[src/rtl/rom_lector_pkg.sv]
// Shared definitions for the ROM block reader.
// Holds the default geometry of the ROM behind the reader (address and
// data widths), its depth, and the encoding of the controller states.
package rom_pkg;

  localparam int AW_DEF = 3;
  localparam int DW_DEF = 4;
  localparam int PROF   = 1 << AW_DEF;

  typedef enum logic [1:0] {
    IDLE  = 2'd0,
    FETCH = 2'd1,
    SEND  = 2'd2,
    DONE  = 2'd3
  } estado_t;

endpackage

[src/rtl/rom_lector_if.sv]
// Bundle of every non-clock signal of the ROM block reader.
//   inicio, dir_inicial, n_palabras : block request from software
//   address, datos                  : ROM address out, combinational ROM word in
//   dato_out, valido, listo         : valid/ready stream to the consumer
//   ocupado, fin                    : busy flag and end-of-block pulse
// The master modport is the reader; the slave modport is everything around it.
interface rom_lector_if #(
  parameter int AW = 3,
  parameter int DW = 4
);

  logic          inicio;
  logic [AW-1:0] dir_inicial;
  logic [AW:0]   n_palabras;
  logic [AW-1:0] address;
  logic [DW-1:0] datos;
  logic [DW-1:0] dato_out;
  logic          valido;
  logic          listo;
  logic          ocupado;
  logic          fin;

  modport master (
    input  inicio, dir_inicial, n_palabras, datos, listo,
    output address, dato_out, valido, ocupado, fin
  );

  modport slave (
    output inicio, dir_inicial, n_palabras, datos, listo,
    input  address, dato_out, valido, ocupado, fin
  );

endinterface

[src/rtl/rom_lector_contador_dir.sv]
// Loadable address counter for the ROM reader.
//   clk, rst    : clock, synchronous active-high reset (clears to 0)
//   carga       : load valor_carga on the next edge (wins over incr)
//   incr        : advance by one, wrapping from 2^AW-1 back to 0
//   valor_carga : load value
//   cuenta      : registered count, drives the ROM address directly
module contador_dir
  import rom_pkg::*;
#(
  parameter int AW = AW_DEF
) (
  input  logic          clk,
  input  logic          rst,
  input  logic          carga,
  input  logic          incr,
  input  logic [AW-1:0] valor_carga,
  output logic [AW-1:0] cuenta
);

  logic [AW-1:0] cuenta_r;

  // Count register: reset, load, or wrap-around increment; otherwise hold.
  always_ff @(posedge clk) begin
    if (rst) begin
      cuenta_r <= {AW{1'b0}};
    end else if (carga) begin
      cuenta_r <= valor_carga;
    end else if (incr) begin
      cuenta_r <= cuenta_r + AW'(1);  // truncation provides the modulo wrap
    end else begin
      cuenta_r <= cuenta_r;
    end
  end

  assign cuenta = cuenta_r;

endmodule

[src/rtl/rom_lector.sv]
// Sequential block reader sitting in front of a small combinational ROM.
//   clk, rst : clock, synchronous active-high reset
//   bus      : rom_lector_if master side (request, ROM port, output stream,
//              status)
// A start pulse loads the first address and word count; each word is fetched
// in one cycle and then held on dato_out until the consumer accepts it, so a
// word costs two cycles at best. fin pulses one cycle after the last accept.
module rom_lector
  import rom_pkg::*;
#(
  parameter int AW = AW_DEF,
  parameter int DW = DW_DEF
) (
  input  logic clk,
  input  logic rst,
  rom_lector_if.master bus
);

  // Count of 0 on n_palabras requests the whole ROM.
  localparam logic [AW:0] PROF_L = {1'b1, {AW{1'b0}}};

  estado_t       state_r, state_s;
  logic [AW:0]   restante_r, restante_s;
  logic [DW-1:0] dato_out_r, dato_out_s;
  logic          valido_r, valido_s;
  logic          ocupado_r;
  logic          fin_r;
  logic          carga_s;
  logic          incr_s;

  contador_dir #(.AW(AW)) u_contador_dir (
    .clk         (clk),
    .rst         (rst),
    .carga       (carga_s),
    .incr        (incr_s),
    .valor_carga (bus.dir_inicial),
    .cuenta      (bus.address)
  );

  // Next-state logic, word capture and handshake bookkeeping.
  always_comb begin
    state_s    = state_r;
    restante_s = restante_r;
    dato_out_s = dato_out_r;
    valido_s   = valido_r;
    carga_s    = 1'b0;
    incr_s     = 1'b0;
    case (state_r)
      IDLE: begin
        if (bus.inicio) begin
          carga_s    = 1'b1;
          restante_s = (bus.n_palabras == {(AW+1){1'b0}}) ? PROF_L : bus.n_palabras;
          state_s    = FETCH;
        end else begin
          state_s = IDLE;
        end
      end
      FETCH: begin
        dato_out_s = bus.datos;
        valido_s   = 1'b1;
        state_s    = SEND;
      end
      SEND: begin
        if (valido_r && bus.listo) begin
          valido_s   = 1'b0;
          restante_s = restante_r - {{AW{1'b0}}, 1'b1};
          if (restante_r == {{AW{1'b0}}, 1'b1}) begin
            state_s = DONE;
          end else begin
            incr_s  = 1'b1;
            state_s = FETCH;
          end
        end else begin
          state_s = SEND;
        end
      end
      DONE: begin
        state_s = IDLE;
      end
      default: begin
        state_s = IDLE;
      end
    endcase
  end

  // State and output registers; status flags are decoded from the next state
  // so they change on the same edge as the state they describe.
  always_ff @(posedge clk) begin
    if (rst) begin
      state_r    <= IDLE;
      restante_r <= {(AW+1){1'b0}};
      dato_out_r <= {DW{1'b0}};
      valido_r   <= 1'b0;
      ocupado_r  <= 1'b0;
      fin_r      <= 1'b0;
    end else begin
      state_r    <= state_s;
      restante_r <= restante_s;
      dato_out_r <= dato_out_s;
      valido_r   <= valido_s;
      ocupado_r  <= (state_s != IDLE);
      fin_r      <= (state_s == DONE);
    end
  end

  assign bus.dato_out = dato_out_r;
  assign bus.valido   = valido_r;
  assign bus.ocupado  = ocupado_r;
  assign bus.fin      = fin_r;

endmodule

[src/flat_wrapper.sv]
// flat-port wrapper written by rule: the top's interface ports become plain ports
module rom_lector_flat import rom_pkg::*;
#(
  parameter int AW = AW_DEF,
  parameter int DW = DW_DEF
)
  (clk, rst, bus_inicio, bus_dir_inicial, bus_n_palabras, bus_datos, bus_listo, bus_address, bus_dato_out, bus_valido, bus_ocupado, bus_fin);
  rom_lector_if #(.AW(AW), .DW(DW)) bus_i ();
  input  logic clk;
  input  logic rst;
  input wire logic [$bits(bus_i.inicio)-1:0] bus_inicio;
  input wire logic [$bits(bus_i.dir_inicial)-1:0] bus_dir_inicial;
  input wire logic [$bits(bus_i.n_palabras)-1:0] bus_n_palabras;
  input wire logic [$bits(bus_i.datos)-1:0] bus_datos;
  input wire logic [$bits(bus_i.listo)-1:0] bus_listo;
  output wire logic [$bits(bus_i.address)-1:0] bus_address;
  output wire logic [$bits(bus_i.dato_out)-1:0] bus_dato_out;
  output wire logic [$bits(bus_i.valido)-1:0] bus_valido;
  output wire logic [$bits(bus_i.ocupado)-1:0] bus_ocupado;
  output wire logic [$bits(bus_i.fin)-1:0] bus_fin;
  assign bus_i.inicio = bus_inicio;
  assign bus_i.dir_inicial = bus_dir_inicial;
  assign bus_i.n_palabras = bus_n_palabras;
  assign bus_i.datos = bus_datos;
  assign bus_i.listo = bus_listo;
  assign bus_address = bus_i.address;
  assign bus_dato_out = bus_i.dato_out;
  assign bus_valido = bus_i.valido;
  assign bus_ocupado = bus_i.ocupado;
  assign bus_fin = bus_i.fin;
  rom_lector #(.AW(AW), .DW(DW)) u_core (.clk(clk), .rst(rst), .bus(bus_i));
endmodule
[config.mk]
export PLATFORM = sky130hd
export DESIGN_NAME = rom_lector_flat
export DESIGN_NICKNAME = d
export VERILOG_FILES = /design/src/rtl/rom_lector_pkg.sv /design/src/rtl/rom_lector_if.sv /design/src/rtl/rom_lector_contador_dir.sv /design/src/rtl/rom_lector.sv /design/src/flat_wrapper.sv
export SDC_FILE = /design/constraint.sdc
export NUM_CORES = 1
export LEC_CHECK = 0
export CAP_MARGIN = 20
export CORE_MARGIN = 8
export CORE_UTILIZATION = 47
export DETAILED_ROUTE_END_ITERATION = 7
export PLACE_DENSITY = 0.81
export SLEW_MARGIN = 20
export SYNTH_ARGS = -nofsm -noshare
export SYNTH_HDL_FRONTEND = slang
export SYNTH_HIERARCHICAL = 1
export SYNTH_SLANG_ARGS = --single-unit
[constraint.sdc]
create_clock -name clk -period 4 [get_ports clk]
set_input_delay 0.8 -clock clk [delete_from_list [all_inputs] [get_ports clk]]
set_output_delay 0.8 -clock clk [all_outputs]
set_load 0.01 [all_outputs]
==> run metrics <==
Synthesis Warnings 6; Arr. time, crit path 2.33 ns; total setup buffers inserted after CTS 0; worst-case headroom to the max-slew limit 56.0%; Post-CTS Resized 0; first drt pass iteration count 4; actual slew at the worst max-slew pin 0.659 ns; DP Wirelength 1380 um; required time of the critical path 4.14 ns; Crit Path Class input pin to register; achievable frequency 0.457 GHz; number of placed cells counting well taps 117; TritonCTS clock tree done; Port Buf Inserts 24; post-DR vias/cell 5.72; overall power of the completed layout 0.000377 W; First DRT Iteration DRCs 21; Util after Layout 69.8%; syn_nets 98; core footprint 1520 um2; setup TNS 0 ns; Multi-input gate area 428 um2; most used standard cell by instance count after synthesis sky130_fd_sc_hd__dfxtp_1; register bit total from synthesis 16; Hold Slack 0.505 ns; Async S/R FF share, synth 0%; Routed Wire Length 1780 um; post-detailed-route DRC marker count 0; endpoint type of the worst setup path register; number of setup violations in the final report 0; class of the worst hold path register to register; number of antenna violations at the first check in global routing 0; Initial Utilization 51.2%; largest cells by area after synthesis sky130_fd_sc_hd__dfxtp_1 (41%), sky130_fd_sc_hd__mux2i_1 (6.4%), sky130_fd_sc_hd__a211oi_1 (5.8%); standard-cell row count 14; number of nets still failing antenna checks after routing 0; Synth Cell Area 781 um2; DIE AREA 3220 um2; number of hold violations in the final report 0; number of instances in the synthesized netlist 80; first-pass GRT wire length 3020 um; via count 692; Ant. Diodes 0; worst-skew pair later-pin latency 0.28 ns; proportion of layout cells with a drive suffix above 1 11.4%; filler cell count 129; Area Overhead vs Synth 36.2%; register area 320 um2; power per unit of standard cell area 355 nW/um2; setup repair after global routing missed its margin no; TritonCTS Buffers 3; max_cap viols 0; Boundary Pins 25; count of flip-flops with a built-in enable after synthesis 0; most frequently used flop master after synthesis sky130_fd_sc_hd__dfxtp_1; clock transition at the registers of the reported paths 0.10 ns; Slowest Stage Delay on Critical Path 0.53 ns; Netlist cell types 29; detail-routed net length per standard cell 14.7 um; period utilization 54.7%; fraction of the yosys area taken by sequential cells 41.0%; die span in x 56.8 um; CTS H-Tree Depth 1; final count of pins violating max slew 0; result of the run finished, final reports clean; master cell of the clock root buffer sky130_fd_sc_hd__clkbuf_4; total congestion overflow after global routing 0; Worst Path Max Fanout 8; y dimension of the die 56.8 um; GR Util All Layers 11.0%; Post-CTS Hold Fix Bufs 0; worst-case clock skew 0.00446 ns; top cell types by occurrence after synthesis sky130_fd_sc_hd__dfxtp_1 (16), sky130_fd_sc_hd__nor2_1 (11), sky130_fd_sc_hd__a211oi_1 (6); startpoint class of the critical path input pin; maximum clock insertion buffer count 2; final weighted congestion in routability-driven placement 0.841; min Tclk post-route 2.19 ns; area share of the largest cell type after synthesis 41.0%; post-layout net count 124; non-filler instance count after layout 121; Avg Inst Size Synth 9.76 um2; critical path, cell by cell clkdlybuf4s50_1, nor3b_2, a31oi_4, a211oi_1, a211oi_2; Sink Count 16; cell with the largest stage delay on the worst path sky130_fd_sc_hd__nor3b_2; worst supply voltage drop on vdd 0.000221 V; cell type contributing the most total cell area after synthesis sky130_fd_sc_hd__dfxtp_1; largest net degree at the start of global routing 17; leakage 0.383 nW; via count of the first global-routing pass 723
[kinds of logic (layout without fill, tap and decap cells)]
logic type / after synthesis / in the layout / synth area share [%]
xor+xnor: 1 / 1 / 1.12
buf+inv: 8 / 33 / 4.17
flops: 16 / 16 / 41.0
simple gates: 25 / 25 / 18.0
mux: 5 / 5 / 6.41
fa+ha+maj: 3 / 3 / 4.81
compound gates: 22 / 22 / 24.5
[cells in the final DEF (no fill, tap or decap), types with 2 or more instances in the layout]
cell / count
sky130_fd_sc_hd__a211oi_1: 6
sky130_fd_sc_hd__nor2b_1: 3
sky130_fd_sc_hd__clkbuf_4: 3
sky130_fd_sc_hd__o21ai_1: 2
sky130_fd_sc_hd__nor3_1: 4
sky130_fd_sc_hd__o21ai_0: 2
sky130_fd_sc_hd__nor2_1: 11
sky130_fd_sc_hd__inv_1: 5
sky130_fd_sc_hd__dfxtp_1: 16
sky130_fd_sc_hd__mux2i_1: 5
sky130_fd_sc_hd__clkdlybuf4s50_1: 24
sky130_fd_sc_hd__ha_1: 3
sky130_fd_sc_hd__a21oi_1: 4
[final cells by class]
| cell class | instances | area share (%) |
|---|---|---|
| flip-flops and latches | 16 | 30.1 |
| inverters | 5 | 1.76 |
| clock buffers | 4 | 3.41 |
| repair buffers | 24 | 22.6 |
| well taps | 16 | 1.88 |
| multi-input cells | 56 | 40.2 |
[power by group]
group          switching (W)  internal, W  total (W)
Sequential         0.0000105     0.000172   0.000183
Clock              0.0000500    0.0000553   0.000105
Combinational      0.0000408    0.0000485  0.0000892
[flip-flops by register name, indices dropped and copies added (netlist names)]
name / count
u_core/bus.dato_out: 4
u_core/bus.fin: 1
u_core/bus.ocupado: 1
u_core/bus.valido: 1
u_core/restante_r: 4
u_core/state_r: 2
u_core/u_contador_dir/cuenta: 3
[metrics by stage]
step,setup WS [ns],cell area (um2)
after floorplan,2.23,781
after global placement,1.56,1030
after detailed placement,1.51,1030
after CTS,1.82,1060
after global routing,1.72,1060
final,1.81,1060
[final timing paths]
check	cells past startpoint	from	slack [ns]	end
setup / recovery	5	bus_inicio	1.81	u_core/restante_r[1]
hold / removal	2	u_core/bus.dato_out[1]	0.50	u_core/bus.dato_out[1]
hold reg to reg	2	u_core/bus.dato_out[1]	0.50	u_core/bus.dato_out[1]
setup reg to reg	7	u_core/restante_r[1]	2.31	u_core/u_contador_dir/cuenta[2]
[layer usage]
| metal | routed length (um) | GRT usage [%] |
|---|---|---|
| met5 | 0 | 0 |
| met4 | 37 | 4.36 |
| met3 | 182 | 5.39 |
| met2 | 835 | 20.1 |
| met1 | 721 | 10.2 |
[worst max-delay path: cells and delay by family]
family | cells | cell delay [ns]
and+or+nand+nor | 1 | 0.53
AOI/OAI and AO/OA | 3 | 0.52
buffers and inverters | 1 | 0.47
Power figures use the tool's default switching activity.
